--- src/rtl/period_meter.sv ---
// period_meter
// Measures the period and high time of an asynchronous input (sig_in) in
// clk_100MHz cycles. sig_in is synchronized and edge-detected, then a
// three-state FSM counts cycles between consecutive rising edges. Results are
// published with a one-cycle meas_valid pulse. A sticky timeout flag is raised
// when no rising edge arrives within TIMEOUT cycles.
module period_meter #(
    parameter int unsigned WIDTH   = 32,
    parameter int unsigned TIMEOUT = 200_000_000
) (
    input  logic             clk_100MHz,
    input  logic             reset,
    input  logic             enable,
    input  logic             sig_in,
    output logic [WIDTH-1:0] period_out,
    output logic [WIDTH-1:0] high_out,
    output logic             meas_valid,
    output logic             timeout
);

    typedef enum logic [1:0] {
        IDLE    = 2'd0,
        ARMED   = 2'd1,
        MEASURE = 2'd2
    } state_t;

    localparam logic [WIDTH-1:0] CNT_ZERO = {WIDTH{1'b0}};
    localparam logic [WIDTH-1:0] CNT_ONE  = {{(WIDTH-1){1'b0}}, 1'b1};
    // Last count value before a measurement is abandoned.
    localparam logic [WIDTH-1:0] CNT_LAST = WIDTH'(TIMEOUT - 32'd1);

    state_t           state_r;
    logic             s1_r;
    logic             s2_r;
    logic             s3_r;
    logic             rise_s;
    logic [WIDTH-1:0] cnt_r;
    logic [WIDTH-1:0] hcnt_r;

    // Two-flop synchronizer for sig_in followed by a history flop for edge detection
    always_ff @(posedge clk_100MHz or posedge reset) begin
        if (reset) begin
            s1_r <= 1'b0;
            s2_r <= 1'b0;
            s3_r <= 1'b0;
        end else begin
            s1_r <= sig_in;
            s2_r <= s1_r;
            s3_r <= s2_r;
        end
    end

    // Synchronized rising edge of sig_in
    assign rise_s = s2_r & ~s3_r;

    // Measurement FSM: counters, timeout handling and registered result outputs
    always_ff @(posedge clk_100MHz or posedge reset) begin
        if (reset) begin
            state_r    <= IDLE;
            cnt_r      <= CNT_ZERO;
            hcnt_r     <= CNT_ZERO;
            period_out <= CNT_ZERO;
            high_out   <= CNT_ZERO;
            meas_valid <= 1'b0;
            timeout    <= 1'b0;
        end else begin
            // meas_valid is a single-cycle pulse unless a result is published below
            meas_valid <= 1'b0;
            if (!enable) begin
                // Abort: results and timeout flag hold, measurement in progress dropped
                state_r <= IDLE;
                cnt_r   <= CNT_ZERO;
                hcnt_r  <= CNT_ZERO;
            end else begin
                case (state_r)
                    IDLE: begin
                        state_r <= ARMED;
                        cnt_r   <= CNT_ZERO;
                        hcnt_r  <= CNT_ZERO;
                    end
                    ARMED: begin
                        if (rise_s) begin
                            // First edge only starts the measurement window
                            state_r <= MEASURE;
                            cnt_r   <= CNT_ONE;
                            hcnt_r  <= CNT_ONE;
                        end else if (cnt_r == CNT_LAST) begin
                            timeout <= 1'b1;
                            cnt_r   <= CNT_ZERO;
                            hcnt_r  <= CNT_ZERO;
                        end else begin
                            // Count while waiting so a missing first edge also times out
                            cnt_r <= cnt_r + CNT_ONE;
                        end
                    end
                    MEASURE: begin
                        if (rise_s) begin
                            // Rise wins over a coincident timeout
                            period_out <= cnt_r;
                            high_out   <= hcnt_r;
                            meas_valid <= 1'b1;
                            timeout    <= 1'b0;
                            cnt_r      <= CNT_ONE;
                            hcnt_r     <= CNT_ONE;
                        end else if (cnt_r == CNT_LAST) begin
                            timeout <= 1'b1;
                            state_r <= ARMED;
                            cnt_r   <= CNT_ZERO;
                            hcnt_r  <= CNT_ZERO;
                        end else begin
                            cnt_r <= cnt_r + CNT_ONE;
                            if (s2_r) begin
                                hcnt_r <= hcnt_r + CNT_ONE;
                            end else begin
                                hcnt_r <= hcnt_r;
                            end
                        end
                    end
                    default: begin
                        state_r <= IDLE;
                        cnt_r   <= CNT_ZERO;
                        hcnt_r  <= CNT_ZERO;
                    end
                endcase
            end
        end
    end

endmodule

--- config.mk ---
export PLATFORM = sky130hd
export DESIGN_NAME = period_meter
export DESIGN_NICKNAME = d
export VERILOG_FILES = /design/src/rtl/period_meter.sv
export SDC_FILE = /design/constraint.sdc
export NUM_CORES = 1
export LEC_CHECK = 0
export BUFFER_PORTS_ARGS = -buffer_cell sky130_fd_sc_hd__buf_2
export CORE_MARGIN = 2
export CORE_UTILIZATION = 53
export CTS_CLUSTER_DIAMETER = 40
export DETAILED_ROUTE_END_ITERATION = 8
export PLACE_DENSITY_LB_ADDON = 0.25
export SYNTH_ARGS = -nofsm -noshare
export SYNTH_HDL_FRONTEND = slang
export SYNTH_SLANG_ARGS = --single-unit
--- constraint.sdc ---
create_clock -name clk_100MHz -period 4.1 [get_ports clk_100MHz]
set_input_delay 0.41 -clock clk_100MHz [delete_from_list [all_inputs] [get_ports clk_100MHz]]
set_output_delay 0.41 -clock clk_100MHz [all_outputs]
set_load 0.02 [all_outputs]
==> summary.md <==
| Metric | Value |
|---|---|
| Vias in the first global route | 4994 |
| Slew @ Worst Pin | 1.12 ns |
| Initial core utilization | 54.2% |
| Placed Cells | 894 |
| Crit. End Element | flip-flop |
| Reg2Reg Setup Slack | 1.60 ns |
| Most frequent cell after synthesis | nand2_1 |
| Worst path bufs/invs | 0 |
| Post-DP Area | 6910 um2 |
| CP max stage delay | 0.85 ns |
| Slowest-stage cell, CP | or3_1 |
| Required @ worst endpoint | 4.36 ns |
| WHS Endpoint | s1_r |
| CTS clk-pin slew, worst paths | 0.06 ns |
| Worst-path fanout max | 31 |
| CTS Hold Buffers Added | 0 |
| Final wirelength | 14400 um |
| Die Y | 115 um |
| Final #Nets | 775 |
| Outcome | finished clean |
| First-pass GRT wire length | 24300 um |
| Async set or reset register ratio after synthesis | 100% |
| Post-synth top area share | 51.9% |
| Warnings, synthesis | 0 |
| CP cell instances | ha_1 > and3_1 > nand3_2 > nor3_1 > or3_1 > nor2_1 |
| Via density per instance | 5.62 |
| I/O pin cnt | 70 |
| Detail Route Antenna Nets | 0 |
| Syn nets | 723 |
| Setup_tns | 0 ns |
| Worst-Skew Late Latency | 0.42 ns |
| Fin cells | 926 |
| CTS H-tree depth | 4 |
| Crit path kind | flip-flop to flip-flop |
| FF+latch count, synth | 135 |
| Fmax | 0.401 GHz |
| Hold-critical path depth | 1 |
| Core Rows | 40 |
| Lkg Pwr | 3.60 nW |
| Inserted Diodes | 0 |
| Post-synth top area cell | dfrtp_1 |
| Post-cts sizing count | 0 |
| Syn Inst Count | 714 |
| Top post-synthesis cells by area | dfrtp_1, nand2_1, mux2i_1 |
| Peak VDD IR | 0.247 mV |
| Post-synth EDFFs | 0 |
| Port bufs | 69 |
| Total congestion overflow | 0 |
| Mapped cell area | 6510 um2 |
| Layout cells sized above 1 | 17.2% |
| Worst path depth | 6 |
| CP delay by family, top | simple AND/OR/NAND/NOR gates |
| Routed len/inst | 15.5 um |
| Hold crit path type | primary input to flip-flop |
| Max Transition Viols Final | 0 |
| Fin crit share | 60.9% |
| Reg2Reg Launch Point | cnt_r[1] |
| Fin area | 7540 um2 |
| Worst Setup Start Kind | flip-flop |
| Pin count of the biggest net entering global routing | 93 |
| Relative slew slack | 25.5% |
| Longest Clk Path Bufs | 2 |
| HPWL after DPL | 8850 um |
| DRT Pass-1 Iters | 5 |
| Layout Utilization | 62.8% |
| Fin crit period | 2.50 ns |
| CTS Sinks | 135 |
| Initial antenna violation count | 0 |
| Hold Fails Final Rpt | 0 |
| Worst Path Arrival | 2.75 ns |
| DR iter-0 viols | 355 |
| Total GRT Usage | 23.3% |
| Via count | 5201 |
| Reg-to-Reg End | cnt_r[29] |
| DIE AREA | 13200 um2 |
| Count of unique library cells instantiated by Yosys | 47 |
| R2R cell count | 6 |
| Post-CTS Setup Bufs | 0 |
| Setup violators final | 0 |
| Synth Flop Type | dfrtp_1 |
| Filler cells | 986 |
| CORE AREA | 12000 um2 |
| Post-Syn Area per Cell | 9.11 um2 |
| Unrepaired setup endpoints after global routing | no |
| Worst Clk Skew | 0.00829 ns |
| Max cap viols | 0 |
| Area Overhead vs Synth | 15.9% |
| DRC | 0 |
| Min-delay src | sig_in |
| Overall power | 3.29 mW |
| Sequential fraction of the synthesis area | 51.9% |
| Die X | 115 um |
| Root Driver | clkbuf_16 |
| Number of buffers created by CTS | 17 |
| Final GP Congestion | 0.835 |
| Top cells by count, synth | nand2_1, dfrtp_1, nand3_1 |
| CTS tree | built |
| PD cells | 436 nW/um2 |
-- where the power goes --
part	switching (mW)	internal, mW	total, mW
registers	0.0175	1.35	1.37
logic	0.207	0.0816	0.289
clock network	0.580	1.05	1.63
total	0.805	2.48	3.29
-- area by class of cell --
cell class / instances / area [um2] / share of cell area, %
Inverter: 19 / 73.8 / 0.979
Clock buffer: 20 / 457 / 6.05
Multi-Input combinational cell: 516 / 2870 / 38.0
Clock inverter: 12 / 175 / 2.32
Tap cell: 147 / 184 / 2.44
Sequential cell: 135 / 3380 / 44.8
Timing Repair Buffer: 77 / 405 / 5.37
-- logic make-up after synthesis --
group | after synthesis | share of synthesized area, %
AND/OR/NAND/NOR | 393 | 28.7
flip-flops | 135 | 51.9
buffers and inverters | 63 | 4.13
AO/OA/AOI/OAI | 61 | 6.06
XOR/XNOR | 30 | 4.04
multiplexers | 27 | 4.17
adder cells (fa/ha/maj) | 5 | 0.962
-- how the worst max path moves through the flow --
stage | endpoint | from | slack [ns]
6_report | cnt_r[29] | cnt_r[1] | 1.60
5_1_grt | cnt_r[28] | cnt_r[0] | 1.35
4_1_cts | hcnt_r[10] | cnt_r[1] | 1.63
3_5_place_dp | hcnt_r[10] | cnt_r[1] | 1.66
3_3_place_gp | hcnt_r[0] | cnt_r[0] | 1.75
2_1_floorplan | cnt_r[0] | reset | 0.08
-- per-layer routing --
metal | routed length [um] | vias up | part of all wire [%] | GRT usage, %
li1 | - | 2512 | - | -
met1 | 6750 | 2525 | 47 | 33.6
met2 | 6730 | 138 | 47 | 35.5
met3 | 648 | 26 | 4.5 | 4.11
met4 | 235 | 0 | 1.6 | 8.59
met5 | 0 | - | 0 | 0
-- flip-flops by register name (all words and copies together), names as in the netlist, 2 cells and up --
register,flops
hcnt_r,32
period_out,32
cnt_r,32
state_r,2
high_out,32
-- cell usage in the layout, fill, tap and decap left out, drive strengths merged, types with 2 or more instances in the layout --
| cell | Yosys | routed |
|---|---|---|
| nand3 | 51 | 51 |
| nand2 | 196 | 196 |
| and4 | 7 | 7 |
| inv | 19 | 19 |
| nor2 | 43 | 43 |
| dfrtp | 135 | 135 |
| clkbuf | 28 | 20 |
| nand3b | 23 | 23 |
| xnor2 | 22 | 22 |
| a31oi | 2 | 2 |
| or3b | 2 | 2 |
| ha | 5 | 5 |
| nand2b | 2 | 2 |
| nand4 | 21 | 21 |
| o21ai | 16 | 16 |
| a21oi | 33 | 33 |
| clkinvlp | 0 | 3 |
| nor4b | 5 | 5 |
| nor3 | 14 | 14 |
| xor2 | 8 | 8 |
| nor4 | 8 | 8 |
| and3 | 10 | 10 |
| or3 | 6 | 6 |
| a211oi | 2 | 2 |
| clkinv | 0 | 5 |
| buf | 16 | 77 |
| bufinv | 0 | 4 |
| nor2b | 2 | 2 |
| mux2i | 26 | 26 |
-- per-stage QoR --
stage	worst slack [ns]	hold slack, ns
global route	1.35	0.0948
detailed placement	1.66	0.336
global placement	1.75	0.343
floorplan	0.0789	0.331
finish	1.60	0.0993
CTS	1.63	0.0878
No activity file was read; power rests on OpenSTA's default activity.
